## config.mk

```make
export PLATFORM = sky130hd
export DESIGN_NAME = spi_slave_rx_core
export DESIGN_NICKNAME = d
export VERILOG_FILES = /design/src/rtl/spi_slave_rx_core.sv
export SDC_FILE = /design/constraint.sdc
export NUM_CORES = 1
export LEC_CHECK = 0
export ABC_AREA = 1
export CAP_MARGIN = 20
export CORE_MARGIN = 1
export CORE_UTILIZATION = 56
export CTS_BUF_LIST = sky130_fd_sc_hd__clkbuf_16
export CTS_CLUSTER_SIZE = 16
export DETAILED_ROUTE_END_ITERATION = 12
export GPL_ROUTABILITY_DRIVEN = 0
export GPL_TIMING_DRIVEN = 0
export PLACE_DENSITY = 0.84
export RECOVER_POWER = 100
export SYNTH_ARGS = -nofsm -noshare
export SYNTH_HDL_FRONTEND = slang
export SYNTH_SLANG_ARGS = --single-unit
```

## constraint.sdc

```tcl
create_clock -name i_CLK -period 3.9 [get_ports i_CLK]
set_input_delay 0.78 -clock i_CLK [delete_from_list [all_inputs] [get_ports i_CLK]]
set_output_delay 0.78 -clock i_CLK [all_outputs]
set_load 0.02 [all_outputs]
```

## src/rtl/spi_slave_rx_core.sv

```systemverilog
// SPI mode-0 slave shift core (MSB first, RX + TX); sticky overrun flag when SPI_SLAVE_OVERRUN_EN is defined.
// Latency: received word and valid flag appear one i_CLK after the completing SCK rise.
// No backpressure: a new word always overwrites o_RX_DATA, whether or not the previous one was acknowledged.
module spi_slave_rx_core #(
    parameter int DATA_WIDTH = 16
) (
    input  logic                  i_CLK,
    input  logic                  i_RST,
    input  logic [1:0]            i_SCK_Q,
    input  logic [1:0]            i_CS_Q,
    input  logic                  i_MOSI,
    input  logic [DATA_WIDTH-1:0] i_TX_DATA,
    input  logic                  i_RX_ACK,
    output logic [DATA_WIDTH-1:0] o_RX_DATA,
    output logic                  o_RX_VALID,
    output logic                  o_MISO,
    output logic                  o_BUSY,
    output logic                  o_OVERRUN
);

    localparam int CNT_W = $clog2(DATA_WIDTH);
    localparam logic [CNT_W-1:0] LAST_BIT = CNT_W'(DATA_WIDTH - 1);

    typedef enum logic {
        ST_IDLE  = 1'b0,
        ST_SHIFT = 1'b1
    } state_t;

    state_t                state_q, state_d;
    logic [CNT_W-1:0]      bit_cnt_q, bit_cnt_d;
    // The final bit is taken straight from i_MOSI, so only DATA_WIDTH-1 bits are held here.
    logic [DATA_WIDTH-2:0] rx_sr_q, rx_sr_d;
    logic [DATA_WIDTH-1:0] tx_sr_q, tx_sr_d;
    logic [DATA_WIDTH-1:0] rx_data_q, rx_data_d;
    logic                  rx_valid_q, rx_valid_d;
    logic                  reload_q, reload_d;

    logic                  sck_rise, sck_fall;
    logic                  cs_rise, cs_fall;
    logic                  word_done;
    logic [DATA_WIDTH-1:0] rx_shifted;

    assign sck_rise   = (i_SCK_Q == 2'b01);
    assign sck_fall   = (i_SCK_Q == 2'b10);
    assign cs_fall    = (i_CS_Q == 2'b10);
    assign cs_rise    = (i_CS_Q == 2'b01);
    assign rx_shifted = {rx_sr_q, i_MOSI};

    always_comb begin
        state_d    = state_q;
        bit_cnt_d  = bit_cnt_q;
        rx_sr_d    = rx_sr_q;
        tx_sr_d    = tx_sr_q;
        reload_d   = reload_q;
        word_done  = 1'b0;

        case (state_q)
            ST_IDLE: begin
                if (cs_fall) begin
                    state_d   = ST_SHIFT;
                    bit_cnt_d = '0;
                    rx_sr_d   = '0;
                    tx_sr_d   = i_TX_DATA;
                    reload_d  = 1'b0;
                end
            end
            ST_SHIFT: begin
                if (cs_rise) begin
                    state_d   = ST_IDLE;
                    bit_cnt_d = '0;
                    rx_sr_d   = '0;
                    tx_sr_d   = '0;
                    reload_d  = 1'b0;
                end else if (!cs_fall) begin
                    // Any CS edge in the same cycle masks the SCK edge.
                    if (sck_rise) begin
                        rx_sr_d = rx_shifted[DATA_WIDTH-2:0];
                        if (bit_cnt_q == LAST_BIT) begin
                            word_done = 1'b1;
                            bit_cnt_d = '0;
                            reload_d  = 1'b1;
                        end else begin
                            bit_cnt_d = bit_cnt_q + CNT_W'(1);
                        end
                    end else if (sck_fall) begin
                        if (reload_q) begin
                            tx_sr_d  = i_TX_DATA;
                            reload_d = 1'b0;
                        end else begin
                            tx_sr_d = {tx_sr_q[DATA_WIDTH-2:0], 1'b0};
                        end
                    end
                end
            end
            default: begin
                state_d = ST_IDLE;
            end
        endcase
    end

    always_comb begin
        rx_data_d  = rx_data_q;
        rx_valid_d = rx_valid_q;
        if (word_done) begin
            rx_data_d  = rx_shifted;
            rx_valid_d = 1'b1;
        end else if (i_RX_ACK) begin
            rx_valid_d = 1'b0;
        end
    end

    always_ff @(posedge i_CLK or posedge i_RST) begin
        if (i_RST) begin
            state_q    <= ST_IDLE;
            bit_cnt_q  <= '0;
            rx_sr_q    <= '0;
            tx_sr_q    <= '0;
            rx_data_q  <= '0;
            rx_valid_q <= 1'b0;
            reload_q   <= 1'b0;
        end else begin
            state_q    <= state_d;
            bit_cnt_q  <= bit_cnt_d;
            rx_sr_q    <= rx_sr_d;
            tx_sr_q    <= tx_sr_d;
            rx_data_q  <= rx_data_d;
            rx_valid_q <= rx_valid_d;
            reload_q   <= reload_d;
        end
    end

`ifdef SPI_SLAVE_OVERRUN_EN
    logic overrun_q, overrun_d;

    always_comb begin
        overrun_d = overrun_q;
        if (word_done && rx_valid_q && !i_RX_ACK) begin
            overrun_d = 1'b1;
        end
    end

    always_ff @(posedge i_CLK or posedge i_RST) begin
        if (i_RST) begin
            overrun_q <= 1'b0;
        end else begin
            overrun_q <= overrun_d;
        end
    end

    assign o_OVERRUN = overrun_q;
`else
    assign o_OVERRUN = 1'b0;
`endif

    assign o_RX_DATA  = rx_data_q;
    assign o_RX_VALID = rx_valid_q;
    assign o_BUSY     = (state_q == ST_SHIFT);
    assign o_MISO     = (state_q == ST_SHIFT) && tx_sr_q[DATA_WIDTH-1];

endmodule

```

# Word level (Yosys, flattened, before mapping)
# Index checks and enable logic that the tools add are counted.
word_totals:
  elab_cells: 61
  input_bits: 24
  output_inout_bits: 20
  reg_bits: 54
op_classes:
  bitwise_logic: 1
  n_reduce_logical: 5
  addsub: 1
  mux: 35
  eq_ne: 12
op_table:
  columns: ["cell", "count"]
  rows:
  - ["two-way mux 16 bit", 6]
  - ["two-way mux 15 bit", 4]
  - ["case mux 16 bit (2 select lines)", 1]
  - ["case mux 15 bit (2 select lines)", 1]
  - ["two-way mux 4 bit", 5]
  - ["two-way mux 1 bit", 15]
  - ["case mux 4 bit (2 select lines)", 1]
  - ["AND reduction 4 bit", 2]
  - ["inequality test 3 x 1 -> 1 bit (second input constant)", 2]
  - ["adder 4 x 1 -> 4 bit (second input constant)", 1]
  - ["== test 2 x 1 -> 1 bit (second input constant)", 2]
  - ["== test 2 bit (second input constant)", 2]
  - ["== test 4 bit (second input constant)", 1]
  - ["inequality test 4 x 1 -> 1 bit (second input constant)", 1]
  - ["inequality test 4 x 2 -> 1 bit (second input constant)", 1]
  - ["case mux 1 bit (2 select lines)", 2]
  - ["inequality test 3 x 2 -> 1 bit (second input constant)", 1]
  - ["inequality test 3 bit (second input constant)", 1]
  - ["AND reduction 3 bit", 1]
  - ["inequality test 2 bit (second input constant)", 1]
  - ["nonzero test 2 bit", 1]
  - ["logical AND 1 bit", 1]
  - ["NOT 1 bit", 1]

# Logic depth before layout (Yosys ltp)
depth:
  depth_word: 7
  depth_mapped: 9
  depth_no_buf: 8

# Worst setup path before layout
# Ideal clock, no wire load.
synth_path:
  kind: "input -> register"
  startpoint: "input port i_CS_Q[0]"
  endpoint: "register tx_sr_q[10]"
  required_ns: 3.778
  setup_ns: 0.122
  n_path_buf: 1
  path_slack_ns: 2.300
  t_arrival_ns: 1.479
  cell_stages: 7
  path_cell_list: "inv_1 > nand2_2 > nand2_1 > nand2_2 > nand2_2 > buf_4 > o21ai_1"
synth_via:
  elab_chain_cells: 3
  elab_cells_between_ends: 9
  cone_classes: "6 x eq/ne; 2 x mux; 1 x reduce/logical"
synth_lines:
  columns: ["element", "line_no", "text"]
  rows:
  - ["start, declared", "10", "input logic [1:0] i_CS_Q,"]
  - ["== test 2 x 1 -> 1 bit / == test 2 bit (equally long branches)", "46, 45", null]
  - ["inequality test 3 x 1 -> 1 bit (no line) (tied with other cells)", null, null]
  - ["AND reduction 4 bit (no line) / case mux 16 bit (2 select lines) (equally long branches)", null, null]
  - ["end signal, assigned", "125", "tx_sr_q <= tx_sr_d;"]
  - ["end, declared", "33", "logic [DATA_WIDTH-1:0] tx_sr_q, tx_sr_d;"]
# Several ways; a longest one is shown, not always the timed one.
# A chain may end at the register's enable or synchronous reset.

# Worst setup path in the final report
layout_path:
  startpoint: "input port i_CS_Q[1]"
  endpoint: "register rx_data_q[9], in the netlist o_RX_DATA[9]"
layout_via:
  elab_chain_cells: 4
  elab_cells_between_ends: 5
  cone_classes: "2 x eq/ne; 3 x mux"
layout_lines:
  columns: ["element", "line_no", "text"]
  rows:
  - ["== test 2 bit", "45", "assign cs_fall = (i_CS_Q == 2'b10);"]
  - ["two-way mux 1 bit", "74", "end else if (!cs_fall) begin"]
  - ["two-way mux 1 bit *", "68", "if (cs_rise) begin"]
  - ["two-way mux 1 bit *", "57", "case (state_q)"]
  - ["end signal, assigned", "126", "rx_data_q <= rx_data_d;"]
  - ["end, declared", "34", "logic [DATA_WIDTH-1:0] rx_data_q, rx_data_d;"]
# Every way passes the cells marked *; elsewhere a longest branch is shown, timed or not.

==> results.sh <==
export IMPL_crit_path_max_delay_cell_type="sky130_fd_sc_hd__dlygate4sd3_1"
export IMPL_worst_margin_slew_ns=0.682
export IMPL_detailedPlace_worstSlack_ns=1.57
export IMPL_final_max_slew_viol_count=0
export IMPL_slowest_delay_ns=0.63
export IMPL_cells_after_synth=315
export IMPL_layout_drive_gt1_share_pct=9.29
export IMPL_grt_remaining_overflow=0
export IMPL_dpl_hpwl_um=3690
export IMPL_drt_total_wl_um=5340
export IMPL_via_per_inst=5.01
export IMPL_grt_pass1_wl_um=9110
export IMPL_fin_hold_ws_ns=0.480
export IMPL_synth_top_cells_by_count="86 x sky130_fd_sc_hd__nand2_1, 54 x sky130_fd_sc_hd__dfrtp_1, 42 x sky130_fd_sc_hd__inv_1"
export IMPL_drt_pass1_iter_count=4
export IMPL_hold_violations=0
export IMPL_maxCapViolCount=0
export IMPL_clk_pin_slew_ns=0.07
export IMPL_critical_path_most_common_cell="sky130_fd_sc_hd__nor2_1"
export IMPL_timing_critical_path_from="i_CS_Q[1]"
export IMPL_power_density_nw_per_um2=413
export IMPL_end_kind="flop"
export IMPL_postSynthNetCount=340
export IMPL_antenna_cells=0
export IMPL_timing_critical_path_fanout_max=10
export IMPL_die_height_um=71.5
export IMPL_clockBufferDepth=2
export IMPL_synthArstFlopShare_pct=100
export IMPL_setup_worst_path_start_class="input port"
export IMPL_finalNetCount=390
export IMPL_netlist_area_leader_share_pct=50.0
export IMPL_die_x_um=71.5
export IMPL_cts_hold_repair_buffers=0
export IMPL_ys_ff_latch=54
export IMPL_fp_dieArea_um2=5110
export IMPL_placement_io_buffers=42
export IMPL_min_period_ns=2.52
export IMPL_synthTopCellsByArea="sky130_fd_sc_hd__dfrtp_1 50%, sky130_fd_sc_hd__nand2_1 12%, sky130_fd_sc_hd__inv_1 5.8%"
export IMPL_cts_tree="done"
export IMPL_grt_pass1_vias=2061
export IMPL_final_setup_tns_ns=0
export IMPL_crit_reg2reg_launch="o_BUSY$_DFF_PP0_"
export IMPL_maxSlewHeadroom_pct=54.5
export IMPL_synth_edff_count=0
export IMPL_power_w=0.00134
export IMPL_ys_dominant_reg_cell="sky130_fd_sc_hd__dfrtp_1"
export IMPL_floorplan_io_pins=44
export IMPL_design_core_area_um2=4500
export IMPL_setup_worst_path_class="in2reg"
export IMPL_cts_root_buf="sky130_fd_sc_hd__clkbuf_16"
export IMPL_yosysTopAreaCell="sky130_fd_sc_hd__dfrtp_1"
export IMPL_area_growth_pct=20.1
export IMPL_critical_path_cell_chain="dlygate4sd3_1 -> nor2_1 -> nor2_1 -> nand3_1 -> clkbuf_1 -> nand2_2 -> o21ai_0"
export IMPL_synth_sequential_area_ratio_pct=50.0
export IMPL_final_setup_worst_slack_ns=1.38
export IMPL_antenna_violations_before_repair=0
export IMPL_outcome="finished, final reports clean"
export IMPL_placement_rows=24
export IMPL_final_cell_area_um2=3240
export IMPL_finalSetupViolCount=0
export IMPL_yosys_warnings=0
export IMPL_post_route_drc_count=0
export IMPL_post_cts_setup_driven_buffer_insertion_count=0
export IMPL_grt_max_degree=42
export IMPL_initialDrtViolationCount=85
export IMPL_most_numerous_cell_in_the_yosys_netlist="sky130_fd_sc_hd__nand2_1"
export IMPL_finalClockSkew_ns=0.00538
export IMPL_worstPathRequired_ns=4.05
export IMPL_final_period_utilization_pct=64.6
export IMPL_maxClockFrequency_mhz=397
export IMPL_irDropWorstVdd_mv=0.296
export IMPL_post_synth_cell_area_avg_um2=8.58
export IMPL_leakagePower_nw=1.53
export IMPL_netlist_area_um2=2700
export IMPL_dpl_instance_area_um2=3210
export IMPL_antenna_violating_nets_post_route=0
export IMPL_floorplan_initialDensity_pct=60.0
export IMPL_ctsResizeCount=0
export IMPL_wl_per_cell_um=12.8
export IMPL_clock_tree_htree_level_count=2
export IMPL_gr_usage_all_layers_pct=22.9
export IMPL_worst_hold_startpoint="o_RX_DATA[15]$_DFFE_PP0P_"
export IMPL_post_synth_num_cell_types=24
export IMPL_unrepaired_setup_endpoints_after_global_routing="false"
export IMPL_hold_path_class="reg2reg"
export IMPL_cts_sink_count=54
export IMPL_worst_skew_pair_late_latency_ns=0.29
export IMPL_route_vias_total=2096
export IMPL_worst_endpoint_arrival_ns=2.67
export IMPL_cts_made_buffers=5
[routing by layer]
layer	GRT usage [%]	part of all wire, %	up-vias
met5	0	0	-
met4	6.97	1.1	0
met3	4.78	3.4	7
met2	40.8	49	32
met1	28.0	47	970
li1	-	-	1087
[logic make-up after synthesis]
| family | Yosys count | share of synthesized area, % |
|---|---|---|
| compound gates | 80 | 18.6 |
| fa+ha+maj | 1 | 0.463 |
| flops | 54 | 50.0 |
| simple gates | 119 | 20.0 |
| buf+inv | 59 | 10.5 |
| other cells | 1 | 0.139 |
| xor+xnor | 1 | 0.324 |
[final timing paths]
kind | slack (ns) | cells past startpoint | end
max in group asynchronous | 2.29 | 3 | bit_cnt_q[1]$_DFFE_PP0P_
max reg2reg | 1.97 | 6 | o_RX_DATA[9]$_DFFE_PP0P_
min reg2reg | 0.48 | 2 | o_RX_DATA[15]$_DFFE_PP0P_
max | 1.38 | 7 | o_RX_DATA[9]$_DFFE_PP0P_
min | 0.48 | 2 | o_RX_DATA[15]$_DFFE_PP0P_
min in group asynchronous | 0.99 | 2 | tx_sr_q[6]$_DFFE_PP0P_
[worst max-delay path: cells and delay by family]
| family | cells | cell delay (ns) |
|---|---|---|
| AO/OA/AOI/OAI | 1 | 0.09 |
| buffers and inverters | 2 | 1.02 |
| AND/OR/NAND/NOR | 4 | 0.77 |
[where the power goes]
part           switching [W]  internal [W]  leakage (nW)
registers          0.0000291      0.000612         0.733
clock network       0.000192      0.000300        0.0812
logic               0.000120     0.0000866         0.712
[cell type report]
class                           instances  area (µm²)
Buffer                                 15        70.1
Inverter                               44         165
Tap cell                               52        65.1
Timing Repair Buffer                   43         440
Fill cell                             379        1260
Clock inverter                          3        41.3
Clock buffer                            5         125
Multi-Input combinational cell        202         986
Sequential cell                        54        1350
[state kept, by name, summed over array words and instances (netlist names)]
| signal | cells |
|---|---|
| o_BUSY | 1 |
| o_RX_DATA | 16 |
| tx_sr_q | 16 |
| rx_sr_q | 15 |
| reload_q | 1 |
| bit_cnt_q | 4 |
| o_RX_VALID | 1 |
[layout by cell type, fill, tap and decap left out]
cell type,count
sky130_fd_sc_hd__a21boi_0,15
sky130_fd_sc_hd__buf_12,1
sky130_fd_sc_hd__buf_2,2
sky130_fd_sc_hd__buf_4,1
sky130_fd_sc_hd__buf_6,1
sky130_fd_sc_hd__bufinv_16,1
sky130_fd_sc_hd__clkbuf_1,11
sky130_fd_sc_hd__clkbuf_16,5
sky130_fd_sc_hd__clkdlybuf4s50_1,21
sky130_fd_sc_hd__clkinvlp_4,1
sky130_fd_sc_hd__conb_1,1
sky130_fd_sc_hd__dfrtp_1,54
sky130_fd_sc_hd__dlygate4sd3_1,21
sky130_fd_sc_hd__ha_1,1
sky130_fd_sc_hd__inv_1,44
sky130_fd_sc_hd__inv_2,1
sky130_fd_sc_hd__nand2_1,89
sky130_fd_sc_hd__nand2_2,15
sky130_fd_sc_hd__nand3_1,5
sky130_fd_sc_hd__nand3_2,2
sky130_fd_sc_hd__nand3b_1,1
sky130_fd_sc_hd__nand4_1,1
sky130_fd_sc_hd__nor2_1,5
sky130_fd_sc_hd__o21ai_0,54
sky130_fd_sc_hd__o21ai_1,8
sky130_fd_sc_hd__o21ai_2,3
sky130_fd_sc_hd__or2_2,1
sky130_fd_sc_hd__xor2_1,1
[through the flow]
stage               cells  util (%)
detailed placement    410      71.2
global placement      409      70.8
floorplan             315         -
global route          418      72.0
CTS                   418      74.9
finish                418      72.0
No activity file was read; power rests on OpenSTA's default activity.
